<file path="src/rtl/sat_pkg.sv">
// Shared SAT datapath types: variable index width, trace entry layout.
package sat_pkg;

  localparam int unsigned VAR_W = 9;

  typedef logic [VAR_W-1:0] var_idx_t;

  typedef enum logic {
    T_DECISION = 1'b0,
    T_FORCED   = 1'b1
  } trace_type_e;

  typedef struct packed {
    trace_type_e typ;
    logic        val;
    var_idx_t    vidx;
  } trace_entry_t;

endpackage

</file>
<file path="src/rtl/bt_stat_counter.sv">
// Saturating event counter used for the optional backtrack statistics.
module bt_stat_counter #(
  parameter int unsigned W = 15
) (
  input  logic         clk,
  input  logic         reset,
  input  logic         inc,
  output logic [W-1:0] count
);

  logic [W-1:0] count_q;

  // Count up on inc, stick at all-ones.
  always_ff @(posedge clk or posedge reset) begin
    if (reset) begin
      count_q <= '0;
    end else if (inc && (count_q != {W{1'b1}})) begin
      count_q <= count_q + 1'b1;
    end
  end

  assign count = count_q;

endmodule

</file>
<file path="src/rtl/backtrack_unit.sv">
// Conflict-recovery backtrack engine: pops the trace, unassigns forced
// variables, flips the first decision found and pushes it back as forced.
// Optional statistics counters are enabled with macro BT_STATS_EN.
module backtrack_unit
  import sat_pkg::*;
#(
  parameter int unsigned NUM_VARIABLE = 128,
  parameter int unsigned VAR_W        = sat_pkg::VAR_W
) (
  input  logic             clk,
  input  logic             reset,
  input  logic             start,
  output logic             busy,
  output logic             done,
  output logic             unsat,
  output logic             tt_pop,
  output logic             tt_push,
  output logic             tt_type,
  output logic             tt_val,
  output logic [VAR_W-1:0] tt_var,
  input  logic             tt_type_out,
  input  logic             tt_val_out,
  input  logic [VAR_W-1:0] tt_var_out,
  input  logic             tt_empty,
  input  logic             tt_done,
  output logic             va_we,
  output logic [VAR_W-1:0] va_var,
  output logic             va_assigned,
  output logic             va_val,
`ifdef BT_STATS_EN
  output logic [$clog2(NUM_VARIABLE*NUM_VARIABLE):0] stat_backtracks,
  output logic [$clog2(NUM_VARIABLE*NUM_VARIABLE):0] stat_pops,
`endif
  output logic [VAR_W-1:0] flip_var
);

  typedef enum logic [2:0] {
    StIdle,
    StCheck,
    StPopReq,
    StPopWait,
    StUnassign,
    StFlip,
    StPushWait,
    StFin
  } state_e;

  typedef struct packed {
    logic             typ;
    logic             val;
    logic [VAR_W-1:0] vidx;
  } entry_t;

  state_e           state_q, state_d;
  entry_t           entry_q, entry_d;
  logic [VAR_W-1:0] flip_q, flip_d;
  // Selects which pulse FIN emits: 1 = unsat, 0 = done.
  logic             unsat_q, unsat_d;

  // State and datapath registers.
  always_ff @(posedge clk or posedge reset) begin
    if (reset) begin
      state_q <= StIdle;
      entry_q <= '0;
      flip_q  <= '0;
      unsat_q <= 1'b0;
    end else begin
      state_q <= state_d;
      entry_q <= entry_d;
      flip_q  <= flip_d;
      unsat_q <= unsat_d;
    end
  end

  // Next-state and output decode.
  always_comb begin
    state_d     = state_q;
    entry_d     = entry_q;
    flip_d      = flip_q;
    unsat_d     = unsat_q;
    busy        = 1'b0;
    done        = 1'b0;
    unsat       = 1'b0;
    tt_pop      = 1'b0;
    tt_push     = 1'b0;
    tt_type     = 1'b0;
    tt_val      = 1'b0;
    tt_var      = '0;
    va_we       = 1'b0;
    va_var      = '0;
    va_assigned = 1'b0;
    va_val      = 1'b0;

    unique case (state_q)
      StIdle: begin
        if (start) begin
          state_d = StCheck;
        end
      end
      StCheck: begin
        busy = 1'b1;
        if (tt_empty) begin
          unsat_d = 1'b1;
          state_d = StFin;
        end else begin
          unsat_d = 1'b0;
          state_d = StPopReq;
        end
      end
      StPopReq: begin
        busy    = 1'b1;
        tt_pop  = 1'b1;
        state_d = StPopWait;
      end
      StPopWait: begin
        busy = 1'b1;
        if (tt_done) begin
          entry_d.typ  = tt_type_out;
          entry_d.val  = tt_val_out;
          entry_d.vidx = tt_var_out;
          state_d      = StUnassign;
        end
      end
      StUnassign: begin
        busy   = 1'b1;
        va_we  = 1'b1;
        va_var = entry_q.vidx;
        if (entry_q.typ == 1'(T_FORCED)) begin
          state_d = StCheck;
        end else begin
          state_d = StFlip;
        end
      end
      StFlip: begin
        busy        = 1'b1;
        va_we       = 1'b1;
        va_assigned = 1'b1;
        va_val      = ~entry_q.val;
        va_var      = entry_q.vidx;
        tt_push     = 1'b1;
        tt_type     = 1'(T_FORCED);
        tt_val      = ~entry_q.val;
        tt_var      = entry_q.vidx;
        flip_d      = entry_q.vidx;
        state_d     = StPushWait;
      end
      StPushWait: begin
        busy = 1'b1;
        if (tt_done) begin
          unsat_d = 1'b0;
          state_d = StFin;
        end
      end
      StFin: begin
        done    = ~unsat_q;
        unsat   = unsat_q;
        state_d = StIdle;
      end
      default: begin
        state_d = StIdle;
      end
    endcase
  end

  assign flip_var = flip_q;

`ifdef BT_STATS_EN
  localparam int unsigned StatW = $clog2(NUM_VARIABLE * NUM_VARIABLE) + 1;

  logic pop_received;
  assign pop_received = (state_q == StPopWait) && tt_done;

  bt_stat_counter #(
    .W (StatW)
  ) u_stat_backtracks (
    .clk   (clk),
    .reset (reset),
    .inc   (done),
    .count (stat_backtracks)
  );

  bt_stat_counter #(
    .W (StatW)
  ) u_stat_pops (
    .clk   (clk),
    .reset (reset),
    .inc   (pop_received),
    .count (stat_pops)
  );
`endif

endmodule

</file>
<file path="config.mk">
export PLATFORM = sky130hd
export DESIGN_NAME = backtrack_unit
export DESIGN_NICKNAME = d
export VERILOG_FILES = /design/src/rtl/sat_pkg.sv /design/src/rtl/bt_stat_counter.sv /design/src/rtl/backtrack_unit.sv
export SDC_FILE = /design/constraint.sdc
export NUM_CORES = 1
export LEC_CHECK = 0
export ABC_AREA = 1
export CORE_ASPECT_RATIO = 0.9
export CORE_UTILIZATION = 39
export CTS_BUF_LIST = sky130_fd_sc_hd__clkbuf_8
export CTS_CLUSTER_DIAMETER = 50
export DETAILED_ROUTE_END_ITERATION = 6
export PLACE_DENSITY = 0.77
export SLEW_MARGIN = 5
export SYNTH_ARGS = -nofsm -noshare
export SYNTH_HDL_FRONTEND = slang
export SYNTH_SLANG_ARGS = --single-unit
</file>
<file path="constraint.sdc">
create_clock -name clk -period 1.4 [get_ports clk]
set_input_delay 0.28 -clock clk [delete_from_list [all_inputs] [get_ports clk]]
set_output_delay 0.28 -clock clk [all_outputs]
set_load 0.01 [all_outputs]
</file>
==> results of run 1 <==
==> metrics by stage <==
stage / utilization [%] / TNS (ps) / instance area, um^2
floorplan: - / -27.1 / 1220
global placement: 64.0 / -5310 / 1830
detailed placement: 64.0 / -6220 / 1830
CTS: 72.1 / -4580 / 2060
global route: 75.1 / -9720 / 2150
finish: 75.1 / -7850 / 2150
==> layout by cell type, fill, tap and decap left out, drive strengths merged <==
cell type / Yosys / layout
a31oi: 1 / 1
a21oi: 11 / 11
buf: 9 / 48
o21ai: 12 / 12
nand4: 1 / 1
nand3: 3 / 3
dfrtp: 24 / 24
nor2: 37 / 37
clkbuf: 1 / 3
o22ai: 1 / 1
clkdlybuf4s15: 0 / 4
bufinv: 0 / 1
inv: 23 / 22
clkdlybuf4s50: 0 / 15
dlygate4sd2: 0 / 9
nor3: 1 / 1
nand2: 26 / 26
clkinv: 0 / 1
==> cell families after synthesis <==
logic type / synth area share (%)
buf+inv: 14.6
compound gates: 13.3
simple gates: 22.7
flops: 49.4
==> sequential cells by signal, indices dropped and copies added (netlist names) <==
signal	count
flip_var	9
unsat_q	1
entry_q	11
state_q	3
==> routing by layer <==
layer	global-route usage, %	wire (um)	up-vias
li1	-	-	597
met1	29.0	1600	645
met2	51.3	2450	59
met3	3.26	187	13
met4	11.0	127	0
met5	0	0	-
==> final timing paths <==
kind | from | endpoint | slack [ps] | cells past startpoint
worst max register to register | state_q[0] | entry_q[1] | -150 | 8
min in group clk | flip_var[0] | flip_var[0] | 490 | 2
worst min register to register | flip_var[0] | flip_var[0] | 490 | 2
worst min-delay path | reset | unsat_q | 350 | 3
max in group asynchronous | reset | state_q[0] | 810 | 3
worst max-delay path | state_q[1] | tt_val | -280 | 7
==> power breakdown <==
part	leakage, nW	internal, W	switching (W)
Clock	0.0357	0.000383	0.000245
Sequential	0.275	0.00103	0.000203
Combinational	0.785	0.00129	0.00161
==> repair_timing <==
action / 4_1_cts / 5_1_grt
endpoints found under the setup margin: 41 / 47
cloned: 3 / 0
pin swaps: 4 / 6
buffers inserted: 8 / 1
gates resized for setup: 162 / 30
==> layout make-up <==
class,instances,area (um^2)
Fill cell,214,713
Multi-Input combinational cell,93,589
Clock inverter,1,30.0
Clock buffer,3,41.3
Tap cell,40,50.0
Sequential cell,24,603
Inverter,23,106
Timing Repair Buffer,76,727
==> critical path: stages (launching register included) <==
cell and delay (ps):
dfrtp_1 410, inv_2 100, nand2_4 80, inv_6 80
nand2_8 80, buf_16 150, nor2_4 110, buf_6 110
==> flow_metrics.env, run 1 <==
export IMPL_synthArstFlopShare_pct=100
export IMPL_io_buffers=52
export IMPL_slew_viol_final=0
export IMPL_start_kind="flop"
export IMPL_cap_violations=0
export IMPL_setup_viol=42
export IMPL_yosysWarningCount=0
export IMPL_routed_via_density=5.05
export IMPL_start_util_pct=42.5
export IMPL_crit_path_end_kind="output pin"
export IMPL_synthFlopType="dfrtp_1"
export IMPL_gp_congestion=0.895
export IMPL_hpwlAfterDp_um=2310
export IMPL_clk_pin_slew_worst_paths_ps=90
export IMPL_grt_use_total_pct=26.3
export IMPL_cp_max_fo=5
export IMPL_holdCritPathClass="input pin to async pin"
export IMPL_ys_ff_latch=24
export IMPL_clk_latency_ps=280
export IMPL_yosysSeqAreaShare_pct=49.4
export IMPL_cts_root_buf="clkbuf_8"
export IMPL_cts_path_max_buffers=2
export IMPL_fp_coreArea_um2=2860
export IMPL_whs_ps=345
export IMPL_num_nets_final=237
export IMPL_yosysMostFrequentCell="nor2_1"
export IMPL_antenna_found_initial=0
export IMPL_netlist_area_um2=1210
export IMPL_tightestPinTransition_ps=302
export IMPL_syn_avg_cell_area_um2=8.10
export IMPL_synth_edf_count=0
export IMPL_failed_checks="negative setup slack"
export IMPL_die_y_um=55.0
export IMPL_drive_above_1_share_pct=48.6
export IMPL_grt_pass1_vias=1240
export IMPL_cts_tree="built"
export IMPL_relSlewSlack_pct=79.9
export IMPL_routedWlPerCell_um=16.8
export IMPL_areaGrowthSynthToFinish_pct=76.7
export IMPL_std_cell_rows=18
export IMPL_power_density_nw_per_um2=2220
export IMPL_synth_top_area_share_pct=49.4
export IMPL_fin_cells=260
export IMPL_fin_ws_ps=-283
export IMPL_period_minus_slack_ps=1680
export IMPL_hold_viol=0
export IMPL_antenna_cells=0
export IMPL_outcome="finished with violations"
export IMPL_synth_area_top_cells="dfrtp_1, nor2_1, nand2_1, a21oi_2, inv_1"
export IMPL_vias=1314
export IMPL_synth_top_cell_by_area="dfrtp_1"
export IMPL_drc_errors=0
export IMPL_postRouteWirelength_um=4360
export IMPL_fin_crit_sh_pct=120
export IMPL_clock_sinks=24
export IMPL_dp_slack_ps=-320
export IMPL_grt_max_degree=25
export IMPL_hold_buffers=0
export IMPL_cts_buffers=3
export IMPL_rsz0062_at_grt="yes"
export IMPL_synthCells=150
export IMPL_leakage_nw=1.10
export IMPL_fp_dieW_um=60.8
export IMPL_final_antenna_net_count=0
export IMPL_syn_nets=166
export IMPL_max_freq_mhz=594
export IMPL_firstDrtPassIters=4
export IMPL_dp_cells=247
export IMPL_die_area_um2=3340
export IMPL_ios=53
export IMPL_synth_common_cells="nor2_1, dfrtp_1, nand2_1, inv_1, o21ai_0"
export IMPL_finalPower_w=0.00476
export IMPL_fin_skew_ps=2.59
export IMPL_arrival_ps=1400
export IMPL_crit_type="flop to output pin"
export IMPL_grt_pass1_wl_um=6100
export IMPL_h_tree_depth=1
export IMPL_ir_drop_v=0.00113
export IMPL_critPathRequiredTime_ps=1120
export IMPL_synth_cell_types=19
export IMPL_dr_first_iter_drc_count=53
export IMPL_grt_remaining_overflow=0
(Power assumes the default switching activity.)
==> run 2: changes to the inputs <==
--- a/config.mk
+++ b/config.mk
@@ -10,6 +10,7 @@
 export CORE_UTILIZATION = 39
 export CTS_BUF_LIST = sky130_fd_sc_hd__clkbuf_8
 export CTS_CLUSTER_DIAMETER = 50
+export CTS_CLUSTER_SIZE = 14
 export DETAILED_ROUTE_END_ITERATION = 6
 export PLACE_DENSITY = 0.77
 export SLEW_MARGIN = 5
==> results of run 2 <==
No change in the layout: final DEF, timing and power equal those of run 1.
